`src/rtl/uart_tx_buffered_pkg.sv`:
```
// Shared definitions for the buffered UART transmitter: serializer state
// encoding, frame constants and the baud divisor helper.
package uart_pkg;

    localparam int   DATA_BITS = 8;
    localparam logic LINE_IDLE = 1'b1;
    localparam logic START_BIT = 1'b0;

    typedef enum logic [2:0] {
        IDLE   = 3'd0,
        START  = 3'd1,
        DATA   = 3'd2,
        STOP   = 3'd3,
        PARITY = 3'd4
    } tx_state_t;

    // Clock cycles per bit on the line (integer division, truncating).
    function automatic int baud_ticks(input int clk, input int baud);
        return clk / baud;
    endfunction

endpackage

```
`src/rtl/uart_tx_buffered_sync_fifo.sv`:
```
// Small synchronous FIFO with wrapping read/write pointers. DEPTH must be a
// power of two so the pointers wrap naturally. The head entry is presented
// combinationally on dout while the FIFO is non-empty.
module sync_fifo #(
    parameter int WIDTH = 8,
    parameter int DEPTH = 4
) (
    input  logic                     clock,
    input  logic                     reset,
    input  logic                     push,
    input  logic                     pop,
    input  logic [WIDTH-1:0]         din,
    output logic [WIDTH-1:0]         dout,
    output logic                     full,
    output logic                     empty,
    output logic [$clog2(DEPTH):0]   count
);

    localparam int PTR_W = $clog2(DEPTH);

    logic [WIDTH-1:0] mem [DEPTH];
    logic [PTR_W-1:0] wr_ptr;
    logic [PTR_W-1:0] rd_ptr;
    logic [PTR_W:0]   cnt;
    logic             do_push;
    logic             do_pop;

    // A full FIFO refuses a push even if a pop frees a slot in the same cycle.
    assign do_push = push && !full;
    assign do_pop  = pop && !empty;

    assign full  = (cnt == (PTR_W+1)'(DEPTH));
    assign empty = (cnt == '0);
    assign count = cnt;
    assign dout  = mem[rd_ptr];

    // Storage write; contents are don't-care until pushed, so no reset.
    always_ff @(posedge clock) begin
        if (do_push) begin
            mem[wr_ptr] <= din;
        end
    end

    // Pointer and occupancy bookkeeping; reset discards all queued entries.
    always_ff @(posedge clock) begin
        if (reset) begin
            wr_ptr <= '0;
            rd_ptr <= '0;
            cnt    <= '0;
        end else begin
            if (do_push) begin
                wr_ptr <= wr_ptr + PTR_W'(1);
            end
            if (do_pop) begin
                rd_ptr <= rd_ptr + PTR_W'(1);
            end
            case ({do_push, do_pop})
                2'b10:   cnt <= cnt + (PTR_W+1)'(1);
                2'b01:   cnt <= cnt - (PTR_W+1)'(1);
                default: cnt <= cnt;
            endcase
        end
    end

endmodule

```
`src/rtl/uart_tx_buffered.sv`:
```
// Buffered UART transmitter: bytes enter a FIFO over a valid/ready handshake
// and leave LSB-first as 8N1 frames on a registered tx pin, back-to-back while
// data is queued. Defining UART_TX_PARITY_EN inserts an even-parity bit
// between the data bits and the stop bit (8E1 framing).
module uart_tx_buffered #(
    parameter int CLK_SPEED  = 5_000_000,
    parameter int BAUD_RATE  = 9600,
    parameter int FIFO_DEPTH = 4
) (
    input  logic                          clock,
    input  logic                          reset,
    input  logic [7:0]                    data_in,
    input  logic                          data_valid,
    output logic                          data_ready,
    output logic                          tx,
    output logic                          busy,
    output logic [$clog2(FIFO_DEPTH):0]   fifo_count
);

    import uart_pkg::*;

    localparam int BAUD_TICK = baud_ticks(CLK_SPEED, BAUD_RATE);
    localparam int CNT_W     = (BAUD_TICK > 1) ? $clog2(BAUD_TICK) : 1;

    localparam logic [CNT_W-1:0] TICK_LAST = CNT_W'(BAUD_TICK - 1);
    localparam logic [2:0]       LAST_BIT  = 3'(DATA_BITS - 1);

    tx_state_t        state;
    logic [CNT_W-1:0] tick_cnt;
    logic [2:0]       bit_idx;
    logic [7:0]       shift;
    logic             tx_reg;
    logic             tick_last;
    logic             push;
    logic             pop;
    logic [7:0]       fifo_dout;
    logic             fifo_full;
    logic             fifo_empty;

    assign tick_last  = (tick_cnt == TICK_LAST);
    assign data_ready = !fifo_full;
    assign push       = data_valid && data_ready;
    // The head is taken either from idle or on the final stop-bit cycle, so
    // queued bytes follow each other with no idle gap on the line.
    assign pop        = !fifo_empty &&
                        ((state == IDLE) || ((state == STOP) && tick_last));
    assign tx         = tx_reg;
    assign busy       = (state != IDLE) || (fifo_count != '0);

    sync_fifo #(
        .WIDTH (8),
        .DEPTH (FIFO_DEPTH)
    ) u_fifo (
        .clock (clock),
        .reset (reset),
        .push  (push),
        .pop   (pop),
        .din   (data_in),
        .dout  (fifo_dout),
        .full  (fifo_full),
        .empty (fifo_empty),
        .count (fifo_count)
    );

    // Shift register loads on pop and moves one bit right after each data bit.
    always_ff @(posedge clock) begin
        if (pop) begin
            shift <= fifo_dout;
        end else if ((state == DATA) && tick_last) begin
            shift <= {1'b0, shift[7:1]};
        end
    end

`ifdef UART_TX_PARITY_EN
    logic parity;

    // Even parity is captured with the byte so it is ready after the data bits.
    always_ff @(posedge clock) begin
        if (pop) begin
            parity <= ^fifo_dout;
        end
    end
`endif

    // Serializer: tx is registered and loaded with the level of the state
    // being entered, so the line changes on the same edge as the state.
    always_ff @(posedge clock) begin
        if (reset) begin
            state    <= IDLE;
            tick_cnt <= '0;
            bit_idx  <= '0;
            tx_reg   <= LINE_IDLE;
        end else begin
            if ((state == IDLE) || tick_last) begin
                tick_cnt <= '0;
            end else begin
                tick_cnt <= tick_cnt + CNT_W'(1);
            end

            unique case (state)
                IDLE: begin
                    tx_reg <= LINE_IDLE;
                    if (!fifo_empty) begin
                        state  <= START;
                        tx_reg <= START_BIT;
                    end
                end
                START: begin
                    if (tick_last) begin
                        state   <= DATA;
                        bit_idx <= '0;
                        tx_reg  <= shift[0];
                    end
                end
                DATA: begin
                    if (tick_last) begin
                        if (bit_idx == LAST_BIT) begin
`ifdef UART_TX_PARITY_EN
                            state  <= PARITY;
                            tx_reg <= parity;
`else
                            state  <= STOP;
                            tx_reg <= LINE_IDLE;
`endif
                        end else begin
                            bit_idx <= bit_idx + 3'd1;
                            tx_reg  <= shift[1];
                        end
                    end
                end
`ifdef UART_TX_PARITY_EN
                PARITY: begin
                    if (tick_last) begin
                        state  <= STOP;
                        tx_reg <= LINE_IDLE;
                    end
                end
`endif
                STOP: begin
                    if (tick_last) begin
                        if (!fifo_empty) begin
                            state  <= START;
                            tx_reg <= START_BIT;
                        end else begin
                            state  <= IDLE;
                            tx_reg <= LINE_IDLE;
                        end
                    end
                end
                default: begin
                    state  <= IDLE;
                    tx_reg <= LINE_IDLE;
                end
            endcase
        end
    end

endmodule

```
`config.mk`:
```
export PLATFORM = sky130hd
export DESIGN_NAME = uart_tx_buffered
export DESIGN_NICKNAME = d
export VERILOG_FILES = /design/src/rtl/uart_tx_buffered_pkg.sv /design/src/rtl/uart_tx_buffered_sync_fifo.sv /design/src/rtl/uart_tx_buffered.sv
export SDC_FILE = /design/constraint.sdc
export NUM_CORES = 1
export LEC_CHECK = 0
export CORE_MARGIN = 4
export CORE_UTILIZATION = 47
export DETAILED_ROUTE_END_ITERATION = 6
export PLACE_DENSITY = 0.7
export SLEW_MARGIN = 0
export SYNTH_ARGS = -nofsm -noshare
export SYNTH_HDL_FRONTEND = slang
export SYNTH_SLANG_ARGS = --single-unit
```
`constraint.sdc`:
```
create_clock -name clock -period 2.8 [get_ports clock]
set_input_delay 0.56 -clock clock [delete_from_list [all_inputs] [get_ports clock]]
set_output_delay 0.56 -clock clock [all_outputs]
set_load 0.005 [all_outputs]
```
After elaboration in Yosys (flattened, before gate mapping)
Memories as Yosys holds them, arrays and structs flattened. A register that Yosys moved wholly into a read port is not among the register bits. Cells that the tools add are included.

RAM bits: 32. Output and inout bits: 6. Word-level logic and storage cells: 75. Memories: 1. Flip-flop bits (word level): 32.

Muxes and demuxes: 24. $add $sub $neg: 6. Reduce and logical (&&, ||, !) cells: 22. Eq/ne operators: 14.

Memories: u_fifo.mem (depth 4, bits a word 8, rd ports 1, clocked after Yosys merged registers in 1, wr ports 1, RTL line uart_tx_buffered_sync_fifo.sv:21) `logic [WIDTH-1:0] mem [DEPTH];`.

Operators by type and width (number): $mux W3 (8); $mux W8 (2); $pmux W3 S2 (2); $pmux W3 S4 (1); $add A10 B1 Y10 const B (1); $eq A10 B10 Y1 const B (1); $ne A2 B2 Y1 const B (5); $mux W1 (8); $add A3 B1 Y3 const B (2); $eq A3 B2 Y1 const B (2); $eq A3 B3 Y1 const B (2); $logic_and A1 B1 Y1 (6); $logic_not A3 Y1 (2); $reduce_bool A2 Y1 (3); $reduce_bool A3 Y1 (2); $reduce_and A5 Y1 (1); $add A2 B1 Y2 const B (2); $mux W2 (2); $pmux W1 S4 (1); $reduce_and A4 Y1 (1); $eq A3 B1 Y1 const B (1); $logic_or A1 B1 Y1 (3); $reduce_and A3 Y1 (1); $sub A3 B1 Y3 const B (1); other kinds (5) (6).

Depth between registers and ports, before layout
Gate-level depths: netlist of the first run.

Depth after elaboration: 7. Depth in mapped cells: 10. Mapped depth without buffers: 9.

By module
From an unflattened synthesis of the first run, not the netlist that was laid out.

Cell total of the unflattened synthesis: 210. Area, all modules: 2839.0 sq um.

Modules (own cells, without submodules): sync_fifo (sequential area each 1141.1 sq um, cells each 96, area an instance 1635.3 sq um, instances 1); uart_tx_buffered (sequential area each 560.5 sq um, cells each 114, area an instance 1203.7 sq um, instances 1).

Worst setup path after synthesis of the first run
Ideal clock, no wire load.

Path kind: flip-flop to flip-flop. From: register tick_cnt[0]. To: register u_fifo.cnt[2], in the netlist u_fifo.count[2]. Cell stages (with the launch flop): 11. Path buffers: 1. Data arrival time: 2.286 ns. Slack: 0.443 ns. Data required time: 2.729 ns. Cells stage by stage: dfxtp_1 > ha_1 > and2_1 > a41oi_2 > nor2_2 > buf_6 > ha_1 > fa_1 > xnor2_1 > or3_1 > a21oi_1.

Cells in the longest elaborated chain, start to end: 7. Elaborated cells on any way between the ends: 9.

RTL lines: start: declaration (RTL line uart_tx_buffered.sv:29) `logic [CNT_W-1:0] tick_cnt;`; start signal: assignment (RTL line uart_tx_buffered.sv:97) `tick_cnt <= tick_cnt + CNT_W'(1);`; $eq A10 B10 Y1 * (RTL line uart_tx_buffered.sv:40) `assign tick_last = (tick_cnt == TICK_LAST);`; $logic_and A1 B1 Y1 * (RTL line uart_tx_buffered.sv:46) `((state == IDLE) || ((state == STOP) && tick_last));`; $logic_or A1 B1 Y1 * (RTL line uart_tx_buffered.sv:46); $logic_and A1 B1 Y1 * (RTL line uart_tx_buffered.sv:45) `assign pop = !fifo_empty &&`; $logic_and A1 B1 Y1 * (RTL line uart_tx_buffered_sync_fifo.sv:30) `assign do_pop = pop && !empty;`; $eq A2 B1 Y1 or $eq A2 B2 Y1 (tied branches) (RTL line uart_tx_buffered_sync_fifo.sv:57) `case ({do_push, do_pop})`; $pmux W3 S2 or $reduce_bool A2 Y1 (tied branches); end signal: assignment (RTL line uart_tx_buffered_sync_fifo.sv:58) `2'b10: cnt <= cnt + (PTR_W+1)'(1);`; end signal: assignment (RTL line uart_tx_buffered_sync_fifo.sv:59) `2'b01: cnt <= cnt - (PTR_W+1)'(1);`; end signal: assignment (RTL line uart_tx_buffered_sync_fifo.sv:60) `default: cnt <= cnt;`; end: declaration (RTL line uart_tx_buffered_sync_fifo.sv:24) `logic [PTR_W:0] cnt;`.

Every way passes the cells marked *; elsewhere a longest branch is shown, timed or not. A chain may end at the register's enable or synchronous reset.

Worst setup path in the final report of the first run
Ends and elaborated chain as after synthesis.

==> run summary, run 1 <==
Worst Path Arrival - 2690 ps
setup TNS - 0 ps
post-DR vias/cell - 5.29
clk sinks - 65
distinct cell type count after synthesis - 41
Worst EP required - 3070 ps
Die W - 85.1 um
DRT iter0 DRCs - 89
CTS root buffer - clkbuf_8
FMAX - 413 MHz
measured slew at the worst slew-check pin - 565 ps
Buffers on Ports - 16
Max Cap Viol - 0
wire length per cell - 15.1 um
Final Util - 0.573
Fin Hold WS - 442 ps
Area Growth Syn to Fin - 15.7%
cell area after layout - 3230 um^2
Crit. End Element - register
final setup violation count - 0
Post-synth EDFFs - 40
#FFs+latches synth - 65
final hold vios - 0
Clock Tree Buf Depth - 2
Power, Total - 3.25 mW
GPL Wtd Cong - 0.735
Syn Nets - 216
Mapped Avg Cell Area - 14.5 um^2
HP Class - reg2reg
row count - 27
Die Area - 7240 um^2
Initial Util - 0.495
fraction of registers with async set/reset - 0
Mapped Area - 2790 um^2
biggest regs - u_fifo.mem: 32 flops, tick_cnt: 10 flops, shift: 8 flops
Biggest register - u_fifo.mem
first-pass GRT wire length - 7450 um
relative slew slack - 0.623
most frequent cells in the layout - edfxtp_1, dfxtp_1, nor2_1
Die Y - 85.1 um
clock transition at the registers of the reported paths - 80 ps
cts hold-fix bufs - 0
Final min period - 2420 ps
ANT nets after route - 0
CTS H-tree depth - 3
number of diodes - 0
Post-DP HPWL - 3020 um
CTS tree - done
clock latency on the worst-skew pair - 340 ps
setup ws final - 376 ps
Overflow after GRT - 0
max FFs per register - 32
vias - 1546
RSZ-0062 raised after global routing - false
total clock buffers created by CTS - 9
Remaining DRCs - 0
synth warn - 0
Global Route Usage Sum - 0.135
post-CTS sizing - 0
vias in the first global route - 1582
Tcrit/Tclk final - 0.866
share of layout cells above drive strength 1 - 0.200
drt first pass iters - 4
Final Non-Filler Cells - 292
final WL - 4410 um
largest net degree at the start of global routing - 15
IO Pins - 17
worst-path maximum fanout - 6
final net count - 239
Placed Area - 3020 um^2
worst slack, placed - 163 ps
Pins Over Slew Limit - 0
most common cell after layout, fill and taps aside - edfxtp_1
register area share after synthesis - 0.609
Primary FF master, synth - edfxtp_1
Setup Buffers After CTS - 0
Pleak - 1.17 nW
pwr/cell area - 1010 nW/um^2
status - completed
Core Box Area - 5640 um^2
Synth Instances - 192
initial antenna violation count - 0
crit path kind - reg2reg
Placed Cells incl. Taps - 276
CP startpoint kind - register
clk_skew - 6.65 ps
IR Drop Worst-Case VDD - 0.000512 V
## final timing paths
check | cells after the start | slack, ps | start | end
max | 9 | 380 | tick_cnt[0] | u_fifo.count[2]
min | 1 | 440 | tick_cnt[0] | tick_cnt[0]
max reg2reg | 9 | 380 | tick_cnt[0] | u_fifo.count[2]
min reg2reg | 1 | 440 | tick_cnt[0] | tick_cnt[0]
## where the power goes
part / switching [mW] / internal (mW)
clock network: 0.402 / 0.428
registers: 0.123 / 1.26
logic: 0.478 / 0.558
total: 1.00 / 2.25
## metal layers
layer	track usage	up-vias	routed length [um]
li1	-	760	-
met1	0.167	754	2070
met2	0.211	24	2090
met3	0.0495	8	177
met4	0.0604	0	77
met5	0	-	0
## worst max-delay path, cell delays in order, from the launching register on
cell,delay (ps)
dfxtp_1,320
ha_1,210
and2_1,240
a41oi_2,280
nor2_2,80
ha_1,240
fa_1,390
xnor2_1,150
or3_1,300
a21oi_1,140
## cells in the mapped netlist (2+ instances only)
cell | instances | area share
mux2i_1 | 2 | 0.0072
mux2_2 | 3 | 0.012
nand2_1 | 8 | 0.011
ha_1 | 12 | 0.054
and2_1 | 3 | 0.0067
mux4_2 | 8 | 0.065
nand3_1 | 2 | 0.0036
a22o_1 | 2 | 0.0063
nor2_1 | 17 | 0.023
nor3_1 | 2 | 0.0036
or3_1 | 4 | 0.0090
a21oi_1 | 7 | 0.013
inv_1 | 8 | 0.011
dfxtp_1 | 25 | 0.18
and4_2 | 2 | 0.0072
and3_1 | 5 | 0.011
xor2_1 | 6 | 0.019
clkbuf_1 | 2 | 0.0027
xnor2_1 | 5 | 0.016
edfxtp_1 | 40 | 0.43
o21ai_0 | 3 | 0.0054
mux2_4 | 7 | 0.038
## area by class of cell
cell class,instances,area [um^2]
clock buffer,9,124
tap,72,90.1
fill,455,2410
clock inverter,7,83.8
sequential,65,1700
timing repair buffer,17,168
multi-input combinational,114,1030
inverter,8,30.0
## logic make-up after synthesis
| family | after synthesis | synth area share |
|---|---|---|
| adder cells (fa/ha/maj) | 13 | 0.0609 |
| AND/OR/NAND/NOR | 51 | 0.103 |
| XOR/XNOR | 11 | 0.0345 |
| AO/OA/AOI/OAI | 19 | 0.0506 |
| buffers and inverters | 13 | 0.0206 |
| flip-flops | 65 | 0.609 |
| multiplexers | 20 | 0.121 |
Note: power is estimated with default switching activity, not from simulation.
==> run 2, diff against run 1 <==
Settings changed: CAP_MARGIN set to 5.
Clock period 2.8 ns to 2.9 ns, I/O delays scaled along.
==> run 2 against run 1 <==
Net effect:
- die area unchanged
- wire length rose by 2.8%
- count of clock-buffer cells in the layout grew 1
- global-route usage grew 0.67 points
- clock skew grew 1.7 ps
- fmax increased by 0.47%
- critical path type unchanged
- critical endpoint unchanged
==> run summary, run 2 (same netlist as run 1, synthesis figures left out) <==
Crit. End Element - register (unchanged)
final WL - 4530 um (was 4410 um)
cts hold-fix bufs - 0 (unchanged)
final hold vios - 0 (unchanged)
Final min period - 2410 ps (was 2420 ps)
measured slew at the worst slew-check pin - 563 ps (was 565 ps)
Initial Util - 0.495 (unchanged)
row count - 27 (unchanged)
IO Pins - 17 (unchanged)
Tcrit/Tclk final - 0.832 (was 0.866)
Die Area - 7240 um^2 (unchanged)
most common cell after layout, fill and taps aside - edfxtp_1 (unchanged)
clk sinks - 65 (unchanged)
Pleak - 1.17 nW (about the same)
vias in the first global route - 1649 (was 1582)
Setup Buffers After CTS - 0 (unchanged)
clk_skew - 8.32 ps (was 6.65 ps)
worst reg2reg endpoint - u_fifo.count[2] (unchanged)
wire length per cell - 15.5 um (was 15.1 um)
Biggest register - u_fifo.mem (unchanged)
storage element area - 1700 um^2 (unchanged)
status - completed (unchanged)
crit path kind - reg2reg (unchanged)
launch point of the worst path - tick_cnt[0] (unchanged)
share of layout cells above drive strength 1 - 0.186 (was 0.200)
post-DR vias/cell - 5.26 (was 5.29)
RSZ-0062 raised after global routing - false (unchanged)
Overflow after GRT - 0 (unchanged)
Worst Path Arrival - 2670 ps (was 2690 ps)
RR Startpoint - tick_cnt[0] (unchanged)
worst-path maximum fanout - 6 (unchanged)
final setup violation count - 0 (unchanged)
Post-DP HPWL - 3120 um (was 3020 um)
DRT iter0 DRCs - 66 (was 89)
Placed Cells incl. Taps - 276 (unchanged)
Area Growth Syn to Fin - 15.8% (was 15.7%)
CTS root buffer - clkbuf_8 (unchanged)
Fill cells - 442 (was 455)
FMAX - 415 MHz (was 413 MHz)
largest net degree at the start of global routing - 14 (was 15)
final net count - 239 (unchanged)
Clock Tree Buf Depth - 2 (unchanged)
max FFs per register - 32 (unchanged)
number of diodes - 0 (unchanged)
total clock buffers created by CTS - 9 (unchanged)
area occupied by multi-input gates - 1030 um^2 (unchanged)
Max Cap Viol - 0 (unchanged)
R2R Setup Slk - 490 ps (was 380 ps)
GPL Wtd Cong - 0.735 (about the same)
Core Box Area - 5640 um^2 (unchanged)
setup TNS - 0 ps (unchanged)
CP startpoint kind - register (unchanged)
Remaining DRCs - 0 (unchanged)
Die W - 85.1 um (unchanged)
CTS H-tree depth - 3 (unchanged)
relative slew slack - 0.624 (was 0.623)
clock latency on the worst-skew pair - 340 ps (about the same)
most frequent cells in the layout - edfxtp_1, dfxtp_1, nor2_1 (unchanged)
Global Route Usage Sum - 0.142 (was 0.135)
Worst EP required - 3160 ps (was 3070 ps)
Final Non-Filler Cells - 292 (unchanged)
first-pass GRT wire length - 7800 um (was 7450 um)
Buffers on Ports - 16 (unchanged)
clock transition at the registers of the reported paths - 70 ps (was 80 ps)
vias - 1537 (was 1546)
drt first pass iters - 4 (unchanged)
Pins Over Slew Limit - 0 (unchanged)
hold depth - 1 (unchanged)
pwr/cell area - 976 nW/um^2 (was 1010 nW/um^2)
Hold Startpoint - tick_cnt[0] (unchanged)
IR Drop Worst-Case VDD - 0.000598 V (was 0.000512 V)
post-CTS sizing - 0 (unchanged)
biggest regs - u_fifo.mem: 32 flops, tick_cnt: 10 flops, shift: 8 flops (unchanged)
initial antenna violation count - 0 (unchanged)
CTS tree - done (unchanged)
ANT nets after route - 0 (unchanged)
Die Y - 85.1 um (unchanged)
HP Class - reg2reg (unchanged)
Hold Crit Endpoint - tick_cnt[0] (unchanged)
Worst Reg2Reg Path Length in Cells - 9 (unchanged)
[run 2: worst max-delay path by stage]
| stage | endpoint | cells after the start |
|---|---|---|
| finish | u_fifo.count[2] | 9 |
| CTS | u_fifo.count[2] | 9 |
| detailed placement | u_fifo.count[2] | 8 |
| floorplan | u_fifo.count[2] | 10 |
| global placement | u_fifo.count[2] | 8 |
| global route | u_fifo.count[2] | 9 |
[run 2: stage by stage]
stage	setup WS (ps)	utilization	area, um^2	hold WS, ps	total power [mW]
after floorplan	543	-	2790	413	2.10
final	488	0.573	3230	446	3.16
after global routing	340	0.573	3230	492	3.34
after global placement	312	0.536	3020	426	2.34
after detailed placement	261	0.536	3020	436	2.37
after CTS	483	0.573	3230	449	3.18
[run 2: metal layers]
layer | vias to the layer above | global-route usage | wire length [um]
met5 | - | 0 | 0
met4 | 0 | 0.0561 | 66
met3 | 6 | 0.0573 | 195
met2 | 22 | 0.225 | 2230
met1 | 750 | 0.172 | 2040
li1 | 759 | - | -
[run 2: area by class of cell]
| class | instances | area share |
|---|---|---|
| clock buffers | 10 | 0.0395 |
| clock inverters | 6 | 0.0255 |
| inverters | 8 | 0.00929 |
| multi-input cells | 114 | 0.320 |
| flip-flops and latches | 65 | 0.526 |
| well taps | 72 | 0.0279 |
| repair buffers | 17 | 0.0519 |
[run 2: power breakdown]
| group | leakage, nW | switching, mW | internal (mW) |
|---|---|---|---|
| sequential | 0.573 | 0.120 | 1.22 |
| clock | 0.0976 | 0.334 | 0.478 |
| combinational | 0.496 | 0.469 | 0.539 |
[run 2: critical path: stages, from the launching register on]
cell,delay (ps)
dfxtp_1,330
ha_1,220
and2_1,230
a41oi_2,280
nor2_2,80
ha_1,240
fa_1,380
xnor2_1,150
or3_1,300
a21oi_1,130
==> run 3, diff against run 2 <==
Settings changed: PLACE_DENSITY 0.7 to 0.73.
Clock period 2.9 ns to 2 ns, I/O delays scaled along.
==> run 3 against run 2 <==
Net effect:
- the flow now finishes with violations (setup timing)
- power increased by 45%
- highest routed layer unchanged
- first-iteration DRC count decreased by 12%
- critical endpoint unchanged
- global-route usage increased by 0.63 points
- flip-flop and latch count unchanged
- worst hold slack improved by 41 ps
- core utilization increased by 3.7 points
- final cell count increased by 9.2%
- sequential share of layout area decreased by 2.9 points
- clock power increased by 12%
- wire length increased by 4.1%
==> run summary, run 3 (same netlist as run 1, synthesis figures left out) <==
Placed Cells incl. Taps - 303 (was 276)
Post-DP HPWL - 3380 um (was 3120 um)
Crit. End Element - register (unchanged)
first-pass GRT wire length - 8330 um (was 7800 um)
FMAX - 488 MHz (was 415 MHz)
Clock Tree Buf Depth - 2 (unchanged)
worst slack, placed - -325 ps (was 261 ps)
wire length per cell - 14.8 um (was 15.5 um)
Core Box Area - 5640 um^2 (unchanged)
max FFs per register - 32 (unchanged)
clock latency on the worst-skew pair - 330 ps (was 340 ps)
DRT iter0 DRCs - 58 (was 66)
IO Pins - 17 (unchanged)
measured slew at the worst slew-check pin - 412 ps (was 563 ps)
met3 wire len - 144 um (was 195 um)
final net count - 266 (was 239)
post-DR vias/cell - 5.12 (was 5.26)
biggest regs - u_fifo.mem: 32 flops, tick_cnt: 10 flops, shift: 8 flops (unchanged)
CTS root buffer - clkbuf_8 (unchanged)
HP Class - reg2reg (unchanged)
Final Non-Filler Cells - 319 (was 292)
final setup violation count - 1 (was 0)
Hold Crit Endpoint - state[1] (was tick_cnt[0])
failing checks - setup timing
clk sinks - 65 (unchanged)
ANT nets after route - 0 (unchanged)
Max Cap Viol - 0 (unchanged)
total clock buffers created by CTS - 9 (unchanged)
row count - 27 (unchanged)
setup TNS - -50.1 ps (was 0 ps)
largest net degree at the start of global routing - 12 (was 14)
status - finished, violations left (was completed)
drt first pass iters - 4 (unchanged)
Buffers on Ports - 16 (unchanged)
Fin Hold WS - 487 ps (was 446 ps)
share of layout cells above drive strength 1 - 0.336 (was 0.186)
Biggest register - u_fifo.mem (unchanged)
clock transition at the registers of the reported paths - 70 ps (about the same)
worst reg2reg endpoint - u_fifo.count[2] (unchanged)
final WL - 4720 um (was 4530 um)
Overflow after GRT - 0 (unchanged)
cts hold-fix bufs - 0 (unchanged)
Remaining DRCs - 0 (unchanged)
Initial Util - 0.495 (unchanged)
final hold vios - 0 (unchanged)
vias - 1633 (was 1537)
WL met2 - 2320 um (was 2230 um)
Final min period - 2050 ps (was 2410 ps)
Worst EP required - 2250 ps (was 3160 ps)
most common cell after layout, fill and taps aside - edfxtp_1 (unchanged)
GPL Wtd Cong - 0.769 (was 0.735)
worst-path maximum fanout - 6 (unchanged)
Worst Path Arrival - 2300 ps (was 2670 ps)
Die W - 85.1 um (unchanged)
Metal-1 WL - 2190 um (was 2040 um)
DR top layer - met4 (unchanged)
R2R Setup Slk - -50 ps (was 490 ps)
crit path kind - reg2reg (unchanged)
Pins Over Slew Limit - 0 (unchanged)
relative slew slack - 0.724 (was 0.624)
Final Util - 0.610 (was 0.573)
clk_skew - 6.32 ps (was 8.32 ps)
Tcrit/Tclk final - 1.03 (was 0.832)
RSZ-0062 raised after global routing - true (was false)
Die Area - 7240 um^2 (unchanged)
RR Startpoint - tick_cnt[0] (unchanged)
Area Growth Syn to Fin - 23.3% (was 15.8%)
number of diodes - 0 (unchanged)
CTS tree - done (unchanged)
Hold Startpoint - state[1] (was tick_cnt[0])
setup ws final - -50.1 ps (was 488 ps)
vias in the first global route - 1779 (was 1649)
most frequent cells in the layout - edfxtp_1, buf_4, nor2_1, dfxtp_1, clkdlybuf4s50_1 (was edfxtp_1, dfxtp_1, nor2_1)
initial antenna violation count - 0 (unchanged)
CTS H-tree depth - 3 (unchanged)
Pleak - 1.28 nW (was 1.17 nW)
Worst Reg2Reg Path Length in Cells - 9 (unchanged)
Die Y - 85.1 um (unchanged)
Setup Buffers After CTS - 0 (unchanged)
IR Drop Worst-Case VDD - 0.00105 V (was 0.000598 V)
Global Route Usage Sum - 0.148 (was 0.142)
pwr/cell area - 1330 nW/um^2 (was 976 nW/um^2)
CP startpoint kind - register (unchanged)
hold depth - 2 (was 1)
## run 3: cell count changes in the layout (fill, tap and decap cells not counted), moves of 2 or more
cell	delta
dfxtp_1	-8
clkdlybuf4s50_1	-2
ha_2	+2
bufinv_16	-2
dfxtp_2	+8
ha_1	-3
buf_4	+27
dlygate4sd2_1	+2
## run 3: critical path: stages, from the launching register on
cell and delay (ps):
dfxtp_2 330, ha_2 170, and2_4 160, a41oi_4 160
nor2_2 90, ha_4 160, fa_2 330, xnor2_1 140
or3_1 310, a21oi_1 130
## run 3: layer usage
layer	vias up	global-route usage
met5	-	0
met4	0	0.0604
met3	5	0.0447
met2	19	0.240
met1	800	0.185
li1	809	-
## run 3: stage by stage
stage / power, mW / cell area (um^2)
after global routing: 4.89 / 3440
after floorplan: 3.09 / 2820
final: 4.59 / 3440
after global placement: 3.64 / 3250
after detailed placement: 3.68 / 3250
after CTS: 4.60 / 3430
## run 3: timing repair
action | in CTS | in global routing
endpoints found under the setup margin | 3 | 16
pin swaps | 0 | 1
resized for setup | 8 | 2
## run 3: worst max-delay path by stage
stage	startpoint	endpoint	slack, ps	depth (start not counted)
floorplan	tick_cnt[0]	u_fifo.count[2]	-110	10
global placement	data_valid	u_fifo.count[2]	-230	8
detailed placement	data_valid	u_fifo.count[2]	-320	8
CTS	tick_cnt[1]	u_fifo.count[2]	-90	9
global route	tick_cnt[1]	u_fifo.count[2]	-160	9
finish	tick_cnt[0]	u_fifo.count[2]	-50	9
## run 3: cell type report
class	count	area [um^2]
sequential	65	1710
clock buffer	10	128
timing repair buffer	44	368
clock inverter	6	35.0
inverter	8	30.0
tap	72	90.1
multi-input combinational	114	1080
fill	424	2200
## run 3: where the power goes
part / switching [mW] / internal (mW)
registers: 0.137 / 1.78
clock network: 0.474 / 0.438
logic: 0.767 / 0.994
total: 1.38 / 3.21
